[src/rtl/io_in_port.sv]
// Input port controller: 4-phase req/ack capture into a small FIFO, read by the IN instruction.
// Optional two-flop request synchronizer enabled by defining IO_IN_SYNC_EN.

module io_in_port_chk #(
  parameter int DEPTH = 4,
  parameter int CNT_W = 3
) (
  input logic             clk,
  input logic             rst,
  input logic             push,
  input logic             pop,
  input logic             full,
  input logic             empty,
  input logic [CNT_W-1:0] count
);

  localparam logic [CNT_W-1:0] CNT_FULL = CNT_W'(DEPTH);

  a_no_push_when_full : assert property (@(posedge clk) disable iff (!rst) push |-> !full);
  a_no_pop_when_empty : assert property (@(posedge clk) disable iff (!rst) pop |-> !empty);
  a_count_in_range    : assert property (@(posedge clk) disable iff (!rst) count <= CNT_FULL);

endmodule

module io_in_port #(
  parameter int DATA_W = 32,
  parameter int DEPTH  = 4
) (
  input  logic                     clk,
  input  logic                     rst,
  input  logic                     ext_req,
  input  logic [DATA_W-1:0]        ext_data,
  output logic                     ext_ack,
  input  logic                     re,
  output logic [DATA_W-1:0]        data_o,
  output logic                     stall_req,
  output logic [$clog2(DEPTH):0]   count_o
);

  localparam int AW    = $clog2(DEPTH);
  localparam int CNT_W = AW + 1;
  localparam logic [AW-1:0]    PTR_ONE  = AW'(1);
  localparam logic [CNT_W-1:0] CNT_ONE  = CNT_W'(1);
  localparam logic [CNT_W-1:0] CNT_ZERO = CNT_W'(0);
  localparam logic [CNT_W-1:0] CNT_FULL = CNT_W'(DEPTH);

  typedef enum logic [0:0] {
    ST_IDLE = 1'b0,
    ST_ACK  = 1'b1
  } state_t;

  state_t              state_r;
  state_t              state_nxt_s;
  logic                ack_r;
  logic                req_seen_s;
  logic                push_s;
  logic                pop_s;
  logic                full_s;
  logic                empty_s;
  logic [AW-1:0]       wr_ptr_r;
  logic [AW-1:0]       rd_ptr_r;
  logic [CNT_W-1:0]    count_r;
  logic [DATA_W-1:0]   mem_r [DEPTH];

`ifdef IO_IN_SYNC_EN
  logic req_s1_r;
  logic req_s2_r;

  // Two-flop synchronizer for the device request
  always_ff @(posedge clk or negedge rst) begin
    if (!rst) begin
      req_s1_r <= 1'b0;
      req_s2_r <= 1'b0;
    end else begin
      req_s1_r <= ext_req;
      req_s2_r <= req_s1_r;
    end
  end

  assign req_seen_s = req_s2_r;
`else
  assign req_seen_s = ext_req;
`endif

  assign full_s  = (count_r == CNT_FULL);
  assign empty_s = (count_r == CNT_ZERO);

  // Handshake FSM: a word is captured only on the IDLE-to-ACK transition
  always_comb begin
    state_nxt_s = state_r;
    push_s      = 1'b0;
    case (state_r)
      ST_IDLE: begin
        if (req_seen_s && !full_s) begin
          state_nxt_s = ST_ACK;
          push_s      = 1'b1;
        end else begin
          state_nxt_s = ST_IDLE;
        end
      end
      ST_ACK: begin
        if (!req_seen_s) begin
          state_nxt_s = ST_IDLE;
        end else begin
          state_nxt_s = ST_ACK;
        end
      end
      default: begin
        state_nxt_s = ST_IDLE;
        push_s      = 1'b0;
      end
    endcase
  end

  // State register and registered acknowledge
  always_ff @(posedge clk or negedge rst) begin
    if (!rst) begin
      state_r <= ST_IDLE;
      ack_r   <= 1'b0;
    end else begin
      state_r <= state_nxt_s;
      ack_r   <= (state_nxt_s == ST_ACK);
    end
  end

  assign ext_ack = ack_r;

  // Pop only for a live read on a non-empty FIFO; a stalled read leaves state untouched
  assign pop_s     = re & ~empty_s & rst;
  assign stall_req = re & empty_s & rst;

  // Read path: head word while popping, zero otherwise
  always_comb begin
    data_o = {DATA_W{1'b0}};
    if (pop_s) begin
      data_o = mem_r[rd_ptr_r];
    end else begin
      data_o = {DATA_W{1'b0}};
    end
  end

  // FIFO storage; contents are don't-care after reset
  always_ff @(posedge clk) begin
    if (push_s) begin
      mem_r[wr_ptr_r] <= ext_data;
    end
  end

  // Pointers wrap naturally at DEPTH; count tracks push/pop independently
  always_ff @(posedge clk or negedge rst) begin
    if (!rst) begin
      wr_ptr_r <= {AW{1'b0}};
      rd_ptr_r <= {AW{1'b0}};
      count_r  <= CNT_ZERO;
    end else begin
      if (push_s) begin
        wr_ptr_r <= wr_ptr_r + PTR_ONE;
      end
      if (pop_s) begin
        rd_ptr_r <= rd_ptr_r + PTR_ONE;
      end
      case ({push_s, pop_s})
        2'b10:   count_r <= count_r + CNT_ONE;
        2'b01:   count_r <= count_r - CNT_ONE;
        default: count_r <= count_r;
      endcase
    end
  end

  assign count_o = count_r;

  io_in_port_chk #(
    .DEPTH (DEPTH),
    .CNT_W (CNT_W)
  ) u_chk (
    .clk   (clk),
    .rst   (rst),
    .push  (push_s),
    .pop   (pop_s),
    .full  (full_s),
    .empty (empty_s),
    .count (count_r)
  );

endmodule
[config.mk]
export PLATFORM = sky130hd
export DESIGN_NAME = io_in_port
export DESIGN_NICKNAME = d
export VERILOG_FILES = /design/src/rtl/io_in_port.sv
export SDC_FILE = /design/constraint.sdc
export NUM_CORES = 1
export LEC_CHECK = 0
export BUFFER_PORTS_ARGS = -buffer_cell sky130_fd_sc_hd__buf_2
export CAP_MARGIN = 20
export CELL_PAD_IN_SITES_DETAIL_PLACEMENT = 0
export CELL_PAD_IN_SITES_GLOBAL_PLACEMENT = 1
export CORE_ASPECT_RATIO = 0.75
export CORE_MARGIN = 5
export CORE_UTILIZATION = 40
export CTS_CLUSTER_SIZE = 25
export DETAILED_ROUTE_END_ITERATION = 10
export PLACE_DENSITY = 0.64
export SLEW_MARGIN = 20
export SYNTH_ARGS = -nofsm -noshare
export SYNTH_HDL_FRONTEND = slang
export SYNTH_SLANG_ARGS = --single-unit
[constraint.sdc]
create_clock -name clk -period 2.9 [get_ports clk]
set_clock_uncertainty 0.1 [all_clocks]
set_input_delay 0.58 -clock clk [delete_from_list [all_inputs] [get_ports clk]]
set_output_delay 0.58 -clock clk [all_outputs]
set_load 0.01 [all_outputs]
# ---- Word level (Yosys, flattened, before mapping)
# Memories as Yosys holds them, arrays and structs flattened.
# Index checks and enable logic that the tools add are counted.
dict set report classes {
  shifts 0
  n_lt_le_gt_ge 0
  n_mux 8
  multipliers 0
  div 0
  n_reduce_logical 4
  n_bitwise 6
  eq_ne 3
  addsub 4
}
# cell count
set ops {}
lappend ops {{two-way mux 32 bit} 1}
lappend ops {{case mux 3 bit (2 select lines)} 1}
lappend ops {{two-way mux 1 bit} 5}
lappend ops {{adder 2 x 1 -> 2 bit (second input constant)} 2}
lappend ops {{AND 1 bit} 4}
lappend ops {{adder 3 x 1 -> 3 bit (second input constant)} 1}
lappend ops {{== test 3 bit (second input constant)} 1}
lappend ops {{zero test 3 bit} 1}
lappend ops {{subtractor 3 x 1 -> 3 bit (second input constant)} 1}
lappend ops {{== test 2 x 1 -> 1 bit (second input constant)} 1}
lappend ops {{== test 2 bit (second input constant)} 1}
lappend ops {{inverter 1 bit} 2}
lappend ops {{case mux 1 bit (2 select lines)} 1}
lappend ops {{nonzero test 2 bit} 1}
lappend ops {{logical AND 1 bit} 1}
lappend ops {{zero test 1 bit} 1}
dict set report word_totals {
  inputBits 36
  memories 1
  ramBits 128
  latchBits 0
  regBits 8
  output_inout_bits 37
  romBits 0
}
# name words word_bits rd rd_clocked_by_memory_dff wr line
set mem_list {}
lappend mem_list {mem_r 4 32 1 0 1 63} ;# logic [DATA_W-1:0] mem_r [DEPTH];

# ---- Longest topological paths before layout
# Gate-level depths: netlist of the first run.
dict set report logic_depth {
  depth_word 7
  mapped_depth 10
  mapped_depth_nobuf 9
}

# ---- Least setup slack after synthesis of the first run
# No wires, ideal clock.
dict set report synth_timing {
  path_kind {register to register}
  start {reg count_r[0] (netlist: count_o[0])}
  end {reg count_r[2] (netlist: count_o[2])}
  arrival_time_ps 2136
  path_buffers 1
  stages_incl_launch_ff 11
  slack_ps 585
  required_ps 2721
  cell_sequence {dfrtp_1 or3b_1 and3b_1 buf_6 inv_1 ha_1 inv_1 fa_1 xor2_1 nor2_1 xor2_1}
}
dict set report synth_via {
  elab_chain_len 7
}
# item line
set synth_rtl {}
lappend synth_rtl {{start, declared} 62} ;# logic [CNT_W-1:0] count_r;
lappend synth_rtl {{start signal, assigned} 163} ;# 2'b10: count_r <= count_r + CNT_ONE;
lappend synth_rtl {{start signal, assigned} 164} ;# 2'b01: count_r <= count_r - CNT_ONE;
lappend synth_rtl {{start signal, assigned} 165} ;# default: count_r <= count_r;
lappend synth_rtl {{== test 3 bit} 85} ;# assign full_s = (count_r == CNT_FULL);
lappend synth_rtl {{zero test 1 bit} 94} ;# if (req_seen_s && !full_s) begin
lappend synth_rtl {{logical AND 1 bit} 94}
lappend synth_rtl {{two-way mux 1 bit} 94}
lappend synth_rtl {{two-way mux 1 bit} 92} ;# case (state_r)
lappend synth_rtl {{== test 2 x 1 -> 1 bit or == test 2 bit (tied branches)} 162} ;# case ({push_s, pop_s})
lappend synth_rtl {{case mux 3 bit (2 select lines) or nonzero test 2 bit (tied branches)} -}
# Several ways; a longest one is shown, not always the timed one.
# A chain may end at the register's enable or synchronous reset.

# ---- Final worst setup path of the first run
dict set report layout_timing {
  start {reg rd_ptr_r[0]}
  end {out data_o[5]}
}
dict set report layout_via {
  elab_chain_len 2
}
# item line
set layout_rtl {}
lappend layout_rtl {{start, declared} 61} ;# logic [AW-1:0] rd_ptr_r;
lappend layout_rtl {{start signal, assigned} 153} ;# rd_ptr_r <= {AW{1'b0}};
lappend layout_rtl {{start signal, assigned} 160} ;# rd_ptr_r <= rd_ptr_r + PTR_ONE;
lappend layout_rtl {{memory (4 x 32 bit)} -}
lappend layout_rtl {{two-way mux 32 bit} 135} ;# if (pop_s) begin
lappend layout_rtl {{end, declared} 35} ;# output logic [DATA_W-1:0] data_o,
# Every way passes these cells.

==> run_results.csv, run 1 <==
group,metric,value,unit
yosys,ys_types,23,
floorplan,rows,36,
yosys,synth.most_common_cell,"edfxtp_1",
critical_path,worstPathArrival,2.06,ns
clock_tree,cts_tree,"built",
clock_tree,clock-root-buffer,"clkbuf_16",
placement,port_buffers,72,
layout,antennaDiodeCount,0,
clock_tree,path_clk_slew,0.06,ns
clock_tree,cts_sinks,136,
floorplan,chipHeight,110,microns
floorplan,fp.dieW,143,microns
drt,drc,0,
yosys,synth_ff_type,"edfxtp_1",
layout,syn2layout_area_growth,21.9,%
placement,globalplace.congestion,0.685,
critical_path,worst_setup_path_start_kind,"flop",
yosys,syn_nets,286,
clock_tree,cts_buffer_depth,2,
timing,finalSetupViolCount,0,
clock_tree,cts_htree_levels,4,
floorplan,core,0.0130,sq mm
yosys,synth_top_area_share,72.5,%
power,finalPower,5.99,mW
critical_path,path_max_fanout,20,
yosys,synth_cells,244,
drt,drt_iter0_drc,144,
placement,dp_cells,482,
layout,final_area,0.00646,sq mm
run_status,status,"finished clean",
drt,routed_via_density,4.85,
yosys,yosysSeqAreaShare,76.3,%
timing,max_freq,0.365,GHz
layout,layoutNonFillerInstCount,515,
timing,min_period_over_period,94.6,%
yosys,synthesis.area,0.00530,sq mm
placement,place_ws,0.468,ns
flow_run,cap_violations,0,
drt,routedWlPerCell,18.7,microns
yosys,ys_top_cells_by_count,"128 x edfxtp_1, 32 x and2_1, 32 x mux4_2",
drt,drt_wl_total,9650,microns
yosys,synth_seq_cells,136,
timing,hold_violations,0,
hold_path,hold_path.class,"in -> reg",
yosys,synth_largest_area_cell,"edfxtp_1",
clock_tree,clk-insertion-delay-late,0.40,ns
timing,slew_violations,0,
global_routing,grt_pass1_wl,15100,microns
critical_path,crit_type,"reg -> out",
clock_tree,cts_setup_buffers,0,
yosys,yosysWarnings,0,
yosys,avgSynthCellArea,21.7,sq um
timing,fin_ws,0.157,ns
global_routing,grt_max_degree,33,
timing,worst_slew_pin_slew,0.928,ns
yosys,async_reset_ff_share,5.88,%
timing,setup-tns-final,0,ns
timing,relSlewSlack,38.2,%
drt,firstDrtPassIters,4,
critical_path,cp.required,2.22,ns
floorplan,start_util,40.8,%
global_routing,grt_usage,13.4,%
critical_path,endpoint_kind,"output pin",
power,p_per_area,928,mW/mm^2
global_routing,grt_pass1_vias,2686,
global_routing,antenna_found_initial,1,
floorplan,ios,73,
yosys,synth.area.top_cells,"edfxtp_1 73%, mux4_2 14%, and2_1 3.8%, dfrtp_1 3.8%, ha_1 1.2%",
layout,drive_gt1_share,42.4,%
timing,rsz0062_at_grt,"false",
yosys,synth_edf_count,128,
drt,ant_nets,0,
floorplan,dieArea,0.0157,sq mm
power,p_leak,2.33,nW
layout,final_nets,373,
placement,place_hpwl,5920,microns
clock_tree,cts_inserted_buffers,17,
power,ir_drop,0.403,mV
drt,vias,2497,
placement,place_area,0.00589,sq mm
global_routing,grt-ovfl-total,0,
timing,fin_crit,2.74,ns
==> metal layers <==
metal  wire length, microns  global-route usage, %  vias to the layer above
met3                    583                   4.78                       11
met2                   4500                   20.3                       64
li1                       -                      -                     1146
met5                     11                      0                        -
met1                   4440                   17.9                     1274
met4                    116                   5.09                        2
==> cell usage in the layout, fill, tap and decap left out, drive strengths merged <==
master	netlist	final
mux2i	1	1
and2	36	36
ha	5	5
o311a	1	1
clkinvlp	0	3
nand2	2	2
dfrtp	8	8
xnor2	3	3
xor2	3	3
nor2	1	1
bufinv	0	2
inv	6	6
clkbuf	5	18
nor4	1	1
o21a	1	1
dlygate4sd3	0	1
fa	1	1
or3b	1	1
buf	7	79
edfxtp	128	128
mux4	32	32
and3b	1	1
clkinv	0	9
mux2	1	1
==> worst max-delay path, stage by stage, from the launching register on <==
cell and delay, ns:
dfrtp_2 0.36, buf_4 0.37, mux4_2 0.60, and2_1 0.17, buf_2 0.13
==> per-stage QoR <==
step | hold WS, ns | utilization, %
finish | 0.286 | 49.8
global route | 0.274 | 49.8
CTS | 0.269 | 49.8
detailed placement | 0.341 | 45.4
global placement | 0.338 | 45.4
floorplan | 0.184 | -
==> cell type report <==
cell class	count	area (sq um)
inverter	6	22.5
clock buffer	18	429
fill	1064	6510
sequential	136	4050
tap	171	214
timing repair buffer	80	448
multi-input combinational	90	1160
clock inverter	14	134
==> registers in the layout (all words and copies together), names as in the netlist <==
name,cells
count_o,3
wr_ptr_r,2
mem_r,128
ext_ack,1
rd_ptr_r,2
==> worst paths after layout <==
check	to	slack, ns	cells after the start	startpoint
setup reg to reg	count_o[2]	0.50	9	count_o[0]
setup / recovery	data_o[5]	0.16	4	rd_ptr_r[0]
hold reg to reg	ext_ack	0.42	1	ext_ack
max in group asynchronous	rd_ptr_r[0]	1.84	2	rst
hold / removal	mem_r[3][9]	0.29	1	ext_data[9]
min in group asynchronous	wr_ptr_r[1]	0.56	2	rst
==> power breakdown <==
part	total [mW]	switching, mW	internal [mW]
sequential	2.56	0.120	2.44
clock	2.02	0.773	1.25
combinational	1.41	0.692	0.715
==> logic make-up (layout without fill, tap and decap cells) <==
kind of cell    Yosys count  after routing  share of synthesized area (%)
fa+ha+maj                 6              6                           1.56
compound gates            2              2                          0.354
mux                      34             34                           14.1
simple gates             42             42                           5.01
xor+xnor                  6              6                          0.992
flops                   136            136                           76.3
buf+inv                  18            118                           1.70
==> timing repair <==
action,4_1_cts,5_1_grt
setup endpoints to repair,0,0
resized for setup,0,0
hold buffers,1,0
hold endpoints to repair,8,0
(Power assumes the default switching activity.)
==> run 2, diff against run 1 <==
--- a/config.mk
+++ b/config.mk
@@ -7,14 +7,12 @@
 export LEC_CHECK = 0
 export BUFFER_PORTS_ARGS = -buffer_cell sky130_fd_sc_hd__buf_2
 export CAP_MARGIN = 20
-export CELL_PAD_IN_SITES_DETAIL_PLACEMENT = 0
-export CELL_PAD_IN_SITES_GLOBAL_PLACEMENT = 1
 export CORE_ASPECT_RATIO = 0.75
 export CORE_MARGIN = 5
 export CORE_UTILIZATION = 40
 export CTS_CLUSTER_SIZE = 25
 export DETAILED_ROUTE_END_ITERATION = 10
-export PLACE_DENSITY = 0.64
+export PLACE_DENSITY = 0.57
 export SLEW_MARGIN = 20
 export SYNTH_ARGS = -nofsm -noshare
 export SYNTH_HDL_FRONTEND = slang
==> run 2 against run 1 <==
Effect of this change:
- fmax shrank 1.2%
- clock-buffer cell count decreased by 1
- final cell count is 0.58% higher
- critical path depth increased by 2
- critical path type is now in -> out
- critical endpoint is now data_o[2]
- largest power group unchanged
==> run_results.csv, run 2 (same netlist as run 1, synthesis figures left out) <==
group,metric,value,unit
timing,min_period_over_period,95.7,%
placement,place_ws,0.489,ns
critical_path,worst_setup_path_start_kind,"input port",
global_routing,antenna_found_initial,2,
hold_path,min_path_cells,1,
critical_path,endpoint_kind,"output pin",
clock_tree,cts_tree,"built",
critical_path,cp_cell_sequence,"dlygate4sd3_1, clkbuf_4, o311a_2, buf_4, and2_1, buf_2",
drt,routed_via_density,4.87,
global_routing,grt_pass1_wl,15500,microns
timing,slew_violations,0,
layout,layout_commonest_cell,"edfxtp_1",
power,p_leak,2.38,nW
clock_tree,cts_inserted_buffers,17,
timing,max_freq,0.360,GHz
drt,routedWlPerCell,18.9,microns
layout,final_cell_mix,"128 x edfxtp_1, 71 x buf_2, 32 x mux4_2, 32 x and2_1, 17 x clkbuf_16",
floorplan,rows,36,
placement,place_hpwl,6110,microns
power,ir_drop,0.482,mV
critical_path,path_max_fanout,17,
floorplan,fp.dieW,143,microns
floorplan,start_util,40.8,%
clock_tree,path_clk_slew,0.06,ns
layout,final_nets,376,
floorplan,ios,73,
timing,fin_ws,0.125,ns
timing,rsz0062_at_grt,"false",
hold_path,min_from,"ext_data[16]",
critical_path,crit_type,"in -> out",
drt,vias,2522,
clock_tree,clk-insertion-delay-late,0.41,ns
global_routing,grt_pass1_vias,2688,
placement,globalplace.congestion,0.746,
timing,finalSetupViolCount,0,
placement,port_buffers,72,
run_status,status,"finished clean",
critical_path,cp-startpoint,"rst",
layout,antennaDiodeCount,0,
global_routing,grt_usage,13.7,%
layout,drive_gt1_share,44.4,%
timing,setup-tns-final,0,ns
clock_tree,clock-root-buffer,"clkbuf_16",
drt,firstDrtPassIters,4,
clock_tree,cts_buffer_depth,2,
layout,largest_reg_flops,128,
critical_path,r2r_slack,0.50,ns
power,p_per_area,945,mW/mm^2
floorplan,dieArea,0.0157,sq mm
drt,ant_nets,0,
clock_tree,cts_htree_levels,4,
floorplan,core,0.0130,sq mm
timing,relSlewSlack,67.5,%
critical_path,cp_slowest_cell,"dlygate4sd3_1",
flow_run,cap_violations,0,
critical_path,cp.required,2.22,ns
critical_path,worstRegToRegCells,9,
layout,fillerInstances,1090,
clock_tree,cts_sinks,136,
drt,drt_iter0_drc,155,
critical_path,worstReg2RegEnd,"count_o[2]",
layout,multi_input_area,0.00116,sq mm
global_routing,grt_max_degree,35,
global_routing,grt-ovfl-total,0,
critical_path,worstPathArrival,2.10,ns
critical_path,cp_slowest_stage_delay,0.52,ns
hold_path,hold_path.class,"in -> reg",
timing,worst_slew_pin_slew,0.487,ns
timing,hold_violations,0,
drt,drt_wl_total,9790,microns
timing,fin_crit,2.78,ns
critical_path,rr_startpoint,"count_o[0]",
layout,syn2layout_area_growth,23.8,%
drt,drc,0,
floorplan,chipHeight,110,microns
hold_path,holdPathEnd,"mem_r[3][16]",
layout,ff_latch_area,0.00405,sq mm
layout,top_register,"mem_r",
[run 2: cell type report]
type | count | area share, %
clock buffer | 17 | 6.48
clock inverter | 15 | 2.92
inverter | 6 | 0.343
multi-input combinational | 90 | 17.8
sequential | 136 | 61.7
tap | 171 | 3.26
timing repair buffer | 83 | 7.59
[run 2: per-stage QoR]
step                hold WS [ns]  power (mW)  util (%)  instance area [sq um]  std cells
floorplan                  0.184        3.59         -                   5300        244
global placement           0.345        4.06      45.7                   5930        485
detailed placement         0.344        4.08      45.7                   5930        485
CTS                        0.256        6.31      50.6                   6560        518
global route               0.266        6.53      50.6                   6560        518
finish                     0.277        6.20      50.6                   6560        518
[run 2: worst max path at each step]
stage                      end  slack, ns  cells past startpoint
floorplan           count_o[2]       0.58                     10
global placement    count_o[2]       0.58                      9
detailed placement  count_o[2]       0.49                      9
CTS                  data_o[2]       0.05                      6
global route        data_o[15]       0.01                      6
finish               data_o[2]       0.12                      6
[run 2: worst max-delay path, delay by kind of cell]
| kind | cells | cell delay, ns |
|---|---|---|
| and+or+nand+nor | 1 | 0.18 |
| AOI/OAI and AO/OA | 1 | 0.23 |
| buffers and inverters | 4 | 1.09 |
[run 2: power breakdown]
part           total (mW)  switching [mW]  internal, mW
clock network        2.21           0.843          1.37
logic                1.45           0.714         0.740
registers            2.53          0.0976          2.44
[run 2: what timing repair did]
| action | 4_1_cts | 5_1_grt |
|---|---|---|
| setup endpoints to repair | 0 | 19 |
| setup buffers | 0 | 0 |
| hold buffers | 1 | 0 |
| endpoints found under the hold margin | 8 | 0 |
| gates resized for setup | 0 | 1 |
[run 2: metal layers]
layer | wire, microns | global-route usage (%) | up-vias
li1 | - | - | 1151
met1 | 4610 | 18.8 | 1287
met2 | 4380 | 19.9 | 65
met3 | 616 | 5.48 | 15
met4 | 150 | 5.09 | 4
met5 | 36 | 0 | -
